--- src/rtl/seq_count_pkg.sv ---
// Shared definitions for the BCD up/down counter family.
package seq_count_pkg;

    localparam logic [3:0] BCD_MAX = 4'd9;
    localparam logic [3:0] BCD_MIN = 4'd0;
    localparam logic       DIR_UP  = 1'b0;
    localparam logic       DIR_DN  = 1'b1;

    typedef logic [3:0] bcd_digit_t;

    // Replace an out-of-range decade value with zero
    function automatic bcd_digit_t bcd_sanitize(input bcd_digit_t d);
        return (d > BCD_MAX) ? BCD_MIN : d;
    endfunction

    // One decade step up, 9 wraps to 0
    function automatic bcd_digit_t bcd_inc(input bcd_digit_t d);
        return (d >= BCD_MAX) ? BCD_MIN : bcd_digit_t'(d + 4'd1);
    endfunction

    // One decade step down, 0 wraps to 9
    function automatic bcd_digit_t bcd_dec(input bcd_digit_t d);
        return (d == BCD_MIN) ? BCD_MAX : bcd_digit_t'(d - 4'd1);
    endfunction

endpackage

--- src/rtl/seq_count_bcd_nd_digit.sv ---
// One BCD decade: holds its digit and forwards the carry/borrow to the next decade.
module bcd_digit_cell
    import seq_count_pkg::*;
(
    input  logic       clk,
    input  logic       reset,
    input  logic       load,
    input  bcd_digit_t load_d,
    input  logic       step_in,
    input  logic       dir,
    output bcd_digit_t q,
    output logic       step_out
);

    logic w_at_limit;

    // The digit is at its wrap point for the current direction
    assign w_at_limit = (dir == DIR_DN) ? (q == BCD_MIN) : (q == BCD_MAX);
    assign step_out   = step_in & w_at_limit;

    // Priority reset > load > step > hold
    always_ff @(posedge clk) begin
        if (reset) begin
            q <= BCD_MIN;
        end else if (load) begin
            q <= bcd_sanitize(load_d);
        end else if (step_in) begin
            q <= (dir == DIR_DN) ? bcd_dec(q) : bcd_inc(q);
        end
    end

endmodule

--- src/rtl/seq_count_bcd_nd.sv ---
// Multi-decade BCD up/down counter with enable, parallel load and terminal count.
module seq_count_bcd_nd
    import seq_count_pkg::*;
#(
    parameter int unsigned NDIGITS = 2
) (
    input  logic                   clk,
    input  logic                   reset,
    input  logic                   en,
    input  logic                   dir,
    input  logic                   load,
    input  logic [4*NDIGITS-1:0]   load_val,
    output logic [4*NDIGITS-1:0]   out,
    output logic                   tc
);

    logic [NDIGITS:0] w_step;

    // Load blocks counting so the least significant decade only steps when enabled alone
    assign w_step[0] = en & ~load;

    // Ripple the step enable through the decades
    for (genvar k = 0; k < NDIGITS; k++) begin : g_digit
        bcd_digit_cell u_digit (
            .clk      (clk),
            .reset    (reset),
            .load     (load),
            .load_d   (load_val[4*k +: 4]),
            .step_in  (w_step[k]),
            .dir      (dir),
            .q        (out[4*k +: 4]),
            .step_out (w_step[k+1])
        );
    end

    // Carry out of the top decade means the next edge wraps the whole count
    assign tc = w_step[NDIGITS] & ~reset;

endmodule

--- config.mk ---
export PLATFORM = sky130hd
export DESIGN_NAME = seq_count_bcd_nd
export DESIGN_NICKNAME = d
export VERILOG_FILES = /design/src/rtl/seq_count_pkg.sv /design/src/rtl/seq_count_bcd_nd_digit.sv /design/src/rtl/seq_count_bcd_nd.sv
export SDC_FILE = /design/constraint.sdc
export NUM_CORES = 1
export LEC_CHECK = 0
export CORE_AREA = 2 2 41 53
export DETAILED_ROUTE_END_ITERATION = 8
export DIE_AREA = 0 0 43 55
export DONT_BUFFER_PORTS = 1
export PLACE_DENSITY = 0.64
export SLEW_MARGIN = 20
export SYNTH_ARGS = -nofsm -noshare
export SYNTH_HDL_FRONTEND = slang
export SYNTH_SLANG_ARGS = --single-unit
--- constraint.sdc ---
create_clock -name clk -period 2.5 [get_ports clk]
set_clock_uncertainty 0.1 [all_clocks]
set_input_delay 0.5 -clock clk [delete_from_list [all_inputs] [get_ports clk]]
set_output_delay 0.5 -clock clk [all_outputs]
set_load 0.005 [all_outputs]
# ---- After elaboration in Yosys (flattened, before gate mapping)
# Index checks and enable logic that the tools add are counted.
dict set report word_totals {
  ff_bits 8
}
dict set report classes {
  addsub 4
  n_reduce_logical 4
  n_bitwise 6
  order_cmp 4
  n_eq_ne 2
  n_mux 14
}
# operator count
set ops {}
lappend ops {{2-to-1 mux 4 bit} 12}
lappend ops {{adder 4 x 1 -> 4 bit (second input constant)} 2}
lappend ops {{equality test 4 bit (second input constant)} 2}
lappend ops {{>= comparator 4 bit (second input constant)} 2}
lappend ops {{> comparator 4 bit (second input constant)} 2}
lappend ops {{logical NOT 4 bit} 2}
lappend ops {{subtractor 4 x 1 -> 4 bit (second input constant)} 2}
lappend ops {{bitwise AND 1 bit} 4}
lappend ops {{nonzero test 2 bit} 2}
lappend ops {{2-to-1 mux 1 bit} 2}
lappend ops {{inverter 1 bit} 2}

# ---- Longest topological paths before layout
# Gate-level depths: netlist of run 1.
dict set report logic_depth {
  ltp_word 5
  mapped_depth 6
  depth_no_buf 6
}

# ---- Modules after synthesis
# Synthesis of run 1 repeated with hierarchy kept, for this count alone.
dict set report unflattened {
  cells_unflattened 120
  hier_area_um2 925.9
}
# mod cells_each area_each_um2 instances
set by_module_without_submodules {}
lappend by_module_without_submodules {bcd_digit_cell 59 449.2 2}
lappend by_module_without_submodules {seq_count_bcd_nd 2 27.5 1}

# ---- Worst setup path after synthesis of run 1
# No wires, ideal clock.
dict set report synth_path {
  kind {reg-to-output}
  startpoint {reg g_digit[0].u_digit.q[0]}
  endpoint {out tc}
  path_stages_with_launch 6
  n_path_buf 0
  required_time_ns 1.900
  slack_ns 0.463
  t_arrival_ns 1.437
  cell_sequence {dfxtp_1 inv_1 ha_1 nand3b_4 a211o_1 nor4_1}
}
dict set report synth_via {
  elab_chain_cells 5
}
# element line
set synth_rtl {}
lappend synth_rtl {{from (decl)} seq_count_bcd_nd_digit.sv:11} ;# output bcd_digit_t q,
lappend synth_rtl {{from (signal assigned)} seq_count_bcd_nd_digit.sv:26} ;# q <= bcd_sanitize(load_d);
lappend synth_rtl {{from (signal assigned)} seq_count_bcd_nd_digit.sv:28} ;# q <= (dir == DIR_DN) ? bcd_dec(q) : bcd_inc(q);
lappend synth_rtl {{equality test 4 bit or logical NOT 4 bit (tied branches)} seq_count_bcd_nd_digit.sv:18} ;# assign w_at_limit = (dir == DIR_DN) ? (q == BCD_MIN) : (q == BCD_MAX);
lappend synth_rtl {{2-to-1 mux 1 bit *} seq_count_bcd_nd_digit.sv:18}
lappend synth_rtl {{bitwise AND 1 bit * (2 in a row)} seq_count_bcd_nd_digit.sv:19} ;# assign step_out = step_in & w_at_limit;
lappend synth_rtl {{bitwise AND 1 bit *} seq_count_bcd_nd.sv:37} ;# assign tc = w_step[NDIGITS] & ~reset;
lappend synth_rtl {{to (decl)} seq_count_bcd_nd.sv:14} ;# output logic tc
# Mark *: on every way between the ends. The rest lies on a longest branch, timed or not.

# ---- Final worst setup path of run 1
dict set report layout_path {
  startpoint {reg g_digit[0].u_digit.q[1]}
  endpoint {out tc}
}
# The elaborated chain is that of the path after synthesis.

==> reports/qor.txt, run 1 <==
commonest register cell after synthesis: dfxtp_1
fmax: 416 MHz
minimum clock period: 2.40 ns
clock tree buffer depth: 2
DRT Wirelength: 2360 µm
DIE HEIGHT: 55 µm
Setup Buffers After CTS: 0
worst-path fanout max: 6
final-report max-slew violation count: 0
# diodes: 0
Post-Syn Area per Cell: 8.10 µm²
non-filler cells, final: 139
Crit Path Category: flip-flop to output port
PD cells: 380 nW/µm²
Core ar.: 1890 µm²
number of global-route vias before repair: 824
endpoints failing setup: 0
clock buffer count from CTS: 3
fill cell count: 178
Detail Placement HPWL: 1740 µm
GP Congestion: 0.922
number of synthesized register bits: 8
Largest regs: g_digit.u_digit.q: 8 flops
Hold Crit Class: input pin to flip-flop
crit path launch type: flip-flop
VDD IR max: 284 µV
Via-to-Cell Ratio: 6.67
largest area contributor in the netlist: dfxtp_1
post-synth cell types: 43
clock-pin slew on the worst setup and hold paths: 0.06 ns
Inst Count DP: 136
Post-synth EDFFs: 0
share of layout cells above drive strength 1: 14.3%
largest net degree at the start of global routing: 17
# rows: 18
DRC: 0
area grow syn2layout: 2.83%
antenna violations before repair: 0
P_leak: 0.000382 µW
CTS tree: yes
initial drt markers: 10
first-pass GRT wire length: 3520 µm
Worst Tran Pin Value: 0.490 ns
Finished Cell Area: 1000 µm²
dpl cell area: 968 µm²
Setup crit end kind: output port
DR vias: 927
H-Tree Depth: 1
grt ovf: 0
worst path required time: 1.90 ns
status: completed
Post-Syn Instances: 120
Starting Density: 51.4%
Reg with most FFs: g_digit.u_digit.q
period utilization: 96.1%
final-report hold violation count: 0
die area: 2370 µm²
relative slew slack: 67.3%
clock sink total: 8
Post-synth ARST share: 0%
area share of the leading cell type in the synthesized netlist: 16.5%
Largest register FFs: 8
largest cells by area after synthesis: dfxtp_1 16%, ha_1 10%, nand2b_1 7.1%, o21ai_0 5.1%, nand3b_4 4.1%
Final nets: 142
Skew-Pair Late Insertion Delay: 0.26 ns
port bufs: 0
Total GRT Usage: 19.8%
IO Count: 22
CTS Hold Bufs: 0
DR pass1 iterations: 4
Synth Cell Area: 972 µm²
clock tree root driver cell: clkbuf_4
CP arrival: 1.80 ns
register area share after synthesis: 16.5%
Ys Warns: 0
syn_nets: 141
DIE WIDTH: 43 µm
post-route ant nets: 0
wire per inst: 16.9 µm
post-cts resize count: 0
max_cap viols: 0
==> critical path, stage by stage, from the launching register on <==
cell,delay (ns)
dfxtp_1,0.37
inv_1,0.13
ha_1,0.24
nand3b_4,0.09
a211o_1,0.39
nor4_2,0.32
==> cells in the mapped netlist (2+ instances only) <==
library cell / number
a21oi_1: 5
a31oi_1: 4
o21ai_0: 10
nand3b_4: 2
nand2b_1: 11
ha_1: 8
clkbuf_1: 2
a211oi_1: 2
nand2_1: 3
o211ai_1: 3
and3b_1: 2
a311o_1: 2
buf_2: 2
nor2b_1: 2
buf_6: 3
dfxtp_1: 8
inv_1: 8
nand3_1: 2
a21o_1: 2
nor3b_1: 2
a2111oi_2: 2
nor3_1: 4
nor2_1: 9
a211o_1: 3
==> power breakdown <==
part,internal (µW),total [µW],switching [µW]
Clock,55.1,102,46.7
Sequential,136,153,17.4
Combinational,60.7,125,64.4
==> per-layer routing <==
layer | part of all wire (%) | track usage (%)
met5 | 0 | 0
met4 | 3.5 | 8.08
met3 | 6.5 | 6.49
met2 | 52 | 35.4
met1 | 38 | 21.9
==> final timing paths <==
check	startpoint	to	slack [ns]	cells past startpoint
setup / recovery	g_digit[0].u_digit.q[1]	tc	0.1	5
hold / removal	reset	g_digit[0].u_digit.q[3]	0.21	1
setup reg to reg	g_digit[0].u_digit.q[1]	g_digit[0].u_digit.q[1]	0.55	6
hold reg to reg	g_digit[1].u_digit.q[3]	g_digit[1].u_digit.q[3]	0.54	2
==> stage by stage <==
stage | hold WS, ns | TNS (ns) | utilization, % | total power (µW) | setup slack (ns)
6_report | 0.205 | 0 | 52.8 | 380 | 0.0978
4_1_cts | 0.205 | 0 | 52.4 | 377 | 0.0461
3_5_place_dp | 0.473 | 0 | 51.2 | 277 | 0.314
3_3_place_gp | 0.472 | 0 | 51.2 | 275 | 0.395
5_1_grt | 0.201 | -0.00193 | 52.8 | 403 | -0.00193
2_1_floorplan | 0.496 | 0 | - | 260 | 0.463
==> kinds of logic after synthesis <==
group,count (synthesis),synth area share (%)
AO/OA/AOI/OAI,43,33.1
adder cells (fa/ha/maj),8,10.3
buffers and inverters,15,8.37
flip-flops,8,16.5
multiplexers,1,1.16
AND/OR/NAND/NOR,45,30.6
==> placed cells by master (no fill, tap or decap), drive strengths merged, types with 2 or more instances in the layout <==
cell type,instances
buf,3
nor2b,2
a31oi,4
a211o,3
nand2b,11
o21ai,11
a21o,2
nand2,3
nand3b,3
nor3b,3
clkbuf,3
nand3,2
ha,8
a211oi,3
dfxtp,8
a21oi,5
nor2,9
o211ai,3
inv,8
o311ai,2
a311o,2
and3b,2
nor3,4
a2111oi,2
==> area by class of cell <==
type                       instances  area (µm²)  share of cell area (%)
clock buffer                       3        22.5                    2.25
inverter                           8        30.0                    3.00
multi-input combinational         97         739                    74.0
sequential                         8         160                    16.0
tap                               20        25.0                    2.50
timing repair buffer               3        22.5                    2.25
Power figures use the tool's default switching activity.
==> run 2: changes to the inputs <==
Settings changed: ABC_AREA set to 1, CORE_AREA 2 2 41 53 to 2 2 44 46, DIE_AREA 0 0 43 55 to 0 0 46 48, PLACE_DENSITY 0.64 to 0.63.
==> reports/qor.txt, run 2 <==
status: completed
setup TNS: 0 ns
M1 GR Usage: 31.6%
most frequent cells after synthesis: 21 x nand2_1, 17 x nand3_1, 17 x nor2_1
Setup Buffers After CTS: 0
DRT Wirelength: 1980 µm
Starting Density: 51.6%
worst-path fanout max: 6
period utilization: 87.7%
largest area contributor in the netlist: dfxtp_1
Synth Cell Area: 871 µm²
share of layout cells above drive strength 1: 10.9%
syn_nets: 157
number of global-route vias before repair: 768
most common cell in the netlist: nand2_1
post-synth cell types: 25
port bufs: 0
DIE WIDTH: 46 µm
crit path launch type: flip-flop
register area share after synthesis: 18.4%
largest cells by area after synthesis: dfxtp_1 18%, ha_1 11%, nand3_1 9.8%, nand2_1 9.1%, nor2_1 7.3%
CTS Hold Bufs: 0
RSZ-0062 raised after global routing: no
PD cells: 440 nW/µm²
Post-synth EDFFs: 0
post-route ant nets: 0
DR vias: 879
Hold Crit Class: input pin to flip-flop
DRC: 0
# rows: 15
# diodes: 0
Skew-Pair Late Insertion Delay: 0.25 ns
number of synthesized register bits: 8
P_leak: 0.000418 µW
grt ovf: 0
setup ws final: 0.308 ns
max_cap viols: 0
clock tree root driver cell: clkbuf_4
Total GRT Usage: 20.6%
die area: 2210 µm²
Net Sw Frac: 37.3%
CP arrival: 1.59 ns
Final nets: 160
final-report hold violation count: 0
worst path required time: 1.90 ns
clock sink total: 8
post-cts resize count: 0
Largest regs: g_digit.u_digit.q: 8 flops
area grow syn2layout: 3.16%
clock-pin slew on the worst setup and hold paths: 0.05 ns
combinational share of power: 34.7%
clock buffer count from CTS: 3
P_int: 248 µW
grt peak-use layer: met1
area share of the leading cell type in the synthesized netlist: 18.4%
Post-Syn Area per Cell: 6.40 µm²
endpoints failing setup: 0
commonest register cell after synthesis: dfxtp_1
GP Congestion: 0.928
Post-Syn Instances: 136
wire per inst: 12.9 µm
relative slew slack: 76.3%
CTS tree: yes
share of total power in sequential cells: 40.9%
minimum clock period: 2.19 ns
initial drt markers: 22
clock share of power: 24.4%
met2 Use GR: 29.2%
DR pass1 iterations: 5
H-Tree Depth: 1
DP Worst Slack: 0.563 ns
fmax: 456 MHz
Detail Placement HPWL: 1580 µm
Reg with most FFs: g_digit.u_digit.q
Via-to-Cell Ratio: 5.71
Crit Path Category: flip-flop to output port
first-pass GRT wire length: 3310 µm
IO Count: 22
Ys Warns: 0
commonest cells after routing, fill and taps aside: 21 x nand2_1, 17 x nand3_1, 17 x nor2_1
antenna violations before repair: 0
fill cell count: 178
VDD IR max: 264 µV
Largest register FFs: 8
Setup crit end kind: output port
largest net degree at the start of global routing: 11
Core ar.: 1690 µm²
Post-synth ARST share: 0%
clock tree buffer depth: 2
met3 GRT Util: 2.64%
Worst Tran Pin Value: 0.355 ns
most common cell after layout, fill and taps aside: nand2_1
DIE HEIGHT: 48 µm
Switch Pwr: 147 µW
final-report max-slew violation count: 0
-- run 2: final timing paths --
kind	start	slack, ns	to	depth (start not counted)
worst max-delay path	g_digit[0].u_digit.q[0]	0.31	tc	6
worst min-delay path	reset	0.22	g_digit[0].u_digit.q[3]	1
worst max register to register	g_digit[1].u_digit.q[0]	0.88	g_digit[1].u_digit.q[1]	8
worst min register to register	g_digit[1].u_digit.q[1]	0.50	g_digit[1].u_digit.q[1]	2
-- run 2: cells by family after synthesis --
kind of cell | Yosys count | synth area share [%]
flip-flops | 8 | 18.4
buffers and inverters | 20 | 9.63
AND/OR/NAND/NOR | 71 | 41.8
adder cells (fa/ha/maj) | 8 | 11.5
XOR/XNOR | 3 | 3.02
AO/OA/AOI/OAI | 26 | 15.7
-- run 2: layer usage --
layer,part of all wire (%),wire [µm]
met1,50,1000
met2,44,872
met3,4.8,96
met4,0.61,12
met5,0,0
-- run 2: final cells by class --
type | count | area, µm² | share of cell area [%]
inverter | 18 | 67.6 | 7.52
tap | 17 | 21.3 | 2.37
sequential | 8 | 160 | 17.8
clock buffer | 3 | 22.5 | 2.51
multi-input combinational | 108 | 627 | 69.8
-- run 2: critical path, stage by stage (launching register included) --
cell      delay [ns]
dfxtp_1         0.37
inv_1           0.17
ha_1            0.21
nand3_2         0.11
nand2_2         0.11
nand3_4         0.11
a211oi_1        0.27
-- run 2: stage by stage --
| step | hold slack, ns | instances | area [µm²] | total power (µW) | utilization [%] |
|---|---|---|---|---|---|
| after CTS | 0.208 | 154 | 898 | 400 | 53.2 |
| after global routing | 0.198 | 154 | 898 | 431 | 53.2 |
| after global placement | 0.473 | 151 | 876 | 299 | 51.9 |
| after floorplan | 0.455 | 136 | 871 | 277 | - |
| after detailed placement | 0.475 | 151 | 876 | 300 | 51.9 |
| final | 0.216 | 154 | 898 | 395 | 53.2 |
-- run 2: power groups by stage --
stage          logic [µW]  registers (µW)  clock network [µW]
3_5_place_dp          136             164                   0
6_report              137             162                96.4
4_1_cts               137             162                 101
2_1_floorplan         121             156                   0
5_1_grt               156             164                 110
3_3_place_gp          135             164                   0
==> run 3: changes to the inputs <==
==> constraint.sdc (replaced) <==
create_clock -name clk -period 2.5 [get_ports clk]
set_clock_uncertainty 0.1 [all_clocks]
set_input_delay 0.5 -clock clk [delete_from_list [all_inputs] [get_ports clk]]
set_output_delay 0.5 -clock clk [all_outputs]
set_load 0.01 [all_outputs]
==> reports/qor.txt, run 3 (synthesis gave the netlist of run 2 again) <==
CP arrival: 1.71 ns
# rows: 15
Setup Buffers After CTS: 0
largest net degree at the start of global routing: 11
Reg with most FFs: g_digit.u_digit.q
grt ovf: 0
dpl cell area: 876 µm²
DP Worst Slack: 0.448 ns
Setup crit end kind: output port
CTS tree: yes
Critical path origin: g_digit[0].u_digit.q[0]
setup ws final: 0.191 ns
crit path launch type: flip-flop
post-route ant nets: 0
DR pass1 iterations: 4
first-pass GRT wire length: 3360 µm
clock-pin slew on the worst setup and hold paths: 0.06 ns
number of global-route vias before repair: 782
RR Endpoint: g_digit[1].u_digit.q[1]
reg2reg start: g_digit[1].u_digit.q[0]
FF-to-FF path depth: 8
relative slew slack: 73.5%
Worst Min Path Start: reset
Via-to-Cell Ratio: 5.67
post-cts resize count: 0
status: completed
share of layout cells above drive strength 1: 10.9%
P_leak: 0.000418 µW
Setup crit end: tc
Worst Tran Pin Value: 0.395 ns
commonest cells after routing, fill and taps aside: 21 x nand2_1, 17 x nand3_1, 17 x nor2_1
DRT Wirelength: 2000 µm
final-report max-slew violation count: 0
Final nets: 160
max_cap viols: 0
CTS Hold Bufs: 0
IO Count: 22
clock tree buffer depth: 2
minimum clock period: 2.31 ns
fmax: 433 MHz
DRC: 0
r2r setup slk: 0.84 ns
clock tree root driver cell: clkbuf_4
Finished Cell Area: 898 µm²
Core ar.: 1690 µm²
wire per inst: 13.0 µm
Total GRT Usage: 21.1%
Largest register FFs: 8
worst path required time: 1.90 ns
port bufs: 0
Largest regs: g_digit.u_digit.q: 8 flops
setup TNS: 0 ns
most common cell after layout, fill and taps aside: nand2_1
period utilization: 92.4%
Skew-Pair Late Insertion Delay: 0.25 ns
H-Tree Depth: 1
DIE WIDTH: 46 µm
endpoints failing setup: 0
Hold Crit Class: input pin to flip-flop
die area: 2210 µm²
GP Congestion: 0.950
RSZ-0062 raised after global routing: no
PD cells: 447 nW/µm²
fill cell count: 173
initial drt markers: 26
antenna violations before repair: 0
# diodes: 0
Starting Density: 51.6%
Detail Placement HPWL: 1630 µm
final-report hold violation count: 0
VDD IR max: 285 µV
clock buffer count from CTS: 3
worst-path fanout max: 6
clock sink total: 8
DIE HEIGHT: 48 µm
DR vias: 873
Crit Path Category: flip-flop to output port
area grow syn2layout: 3.16%
-- run 3: cell counts in the layout (fill, tap and decap cells not counted) --
Identical to the previous run, type by type.
-- run 3: cell type report --
type,count,area [µm²],share of cell area (%)
flip-flops and latches,8,160,17.8
clock buffers,3,22.5,2.51
inverters,18,67.6,7.52
well taps,17,21.3,2.37
multi-input cells,108,627,69.8
-- run 3: per-layer routing --
metal / part of all wire (%) / GRT usage, % / routed length, µm
met1: 48 / 30.9 / 968
met2: 45 / 31.9 / 903
met3: 6.0 / 2.26 / 120
met4: 0.60 / 6.86 / 12
met5: 0 / 0 / 0
-- run 3: per-stage QoR --
stage / utilization [%] / total power [µW] / hold WS [ns] / cells
final: 53.2 / 402 / 0.209 / 154
after global routing: 53.2 / 433 / 0.196 / 154
after CTS: 53.2 / 405 / 0.203 / 154
after detailed placement: 51.9 / 304 / 0.473 / 151
after global placement: 51.9 / 303 / 0.474 / 151
after floorplan: - / 281 / 0.469 / 136
-- run 3: worst min path at each step --
stage	end	slack (ns)	cells after the start
detailed placement	g_digit[0].u_digit.q[0]	0.47	1
floorplan	g_digit[0].u_digit.q[0]	0.47	1
CTS	g_digit[0].u_digit.q[0]	0.20	1
global route	g_digit[0].u_digit.q[0]	0.20	1
global placement	g_digit[0].u_digit.q[3]	0.47	1
finish	g_digit[0].u_digit.q[0]	0.21	1
-- run 3: report_power, final --
| part | total [µW] | internal [µW] | leakage (µW) | switching [µW] |
|---|---|---|---|---|
| logic | 138 | 54.9 | 0.000338 | 82.8 |
| clock network | 99.1 | 55.0 | 0.0000138 | 44.1 |
| registers | 165 | 138 | 0.0000662 | 26.9 |
| total | 402 | 248 | 0.000418 | 154 |
-- run 3: worst max-delay path, cell delays in order, from the launching register on --
cell	delay, ns
dfxtp_1	0.38
inv_1	0.17
ha_1	0.22
nand3_2	0.11
nand2_2	0.11
nand3_4	0.11
a211oi_1	0.35
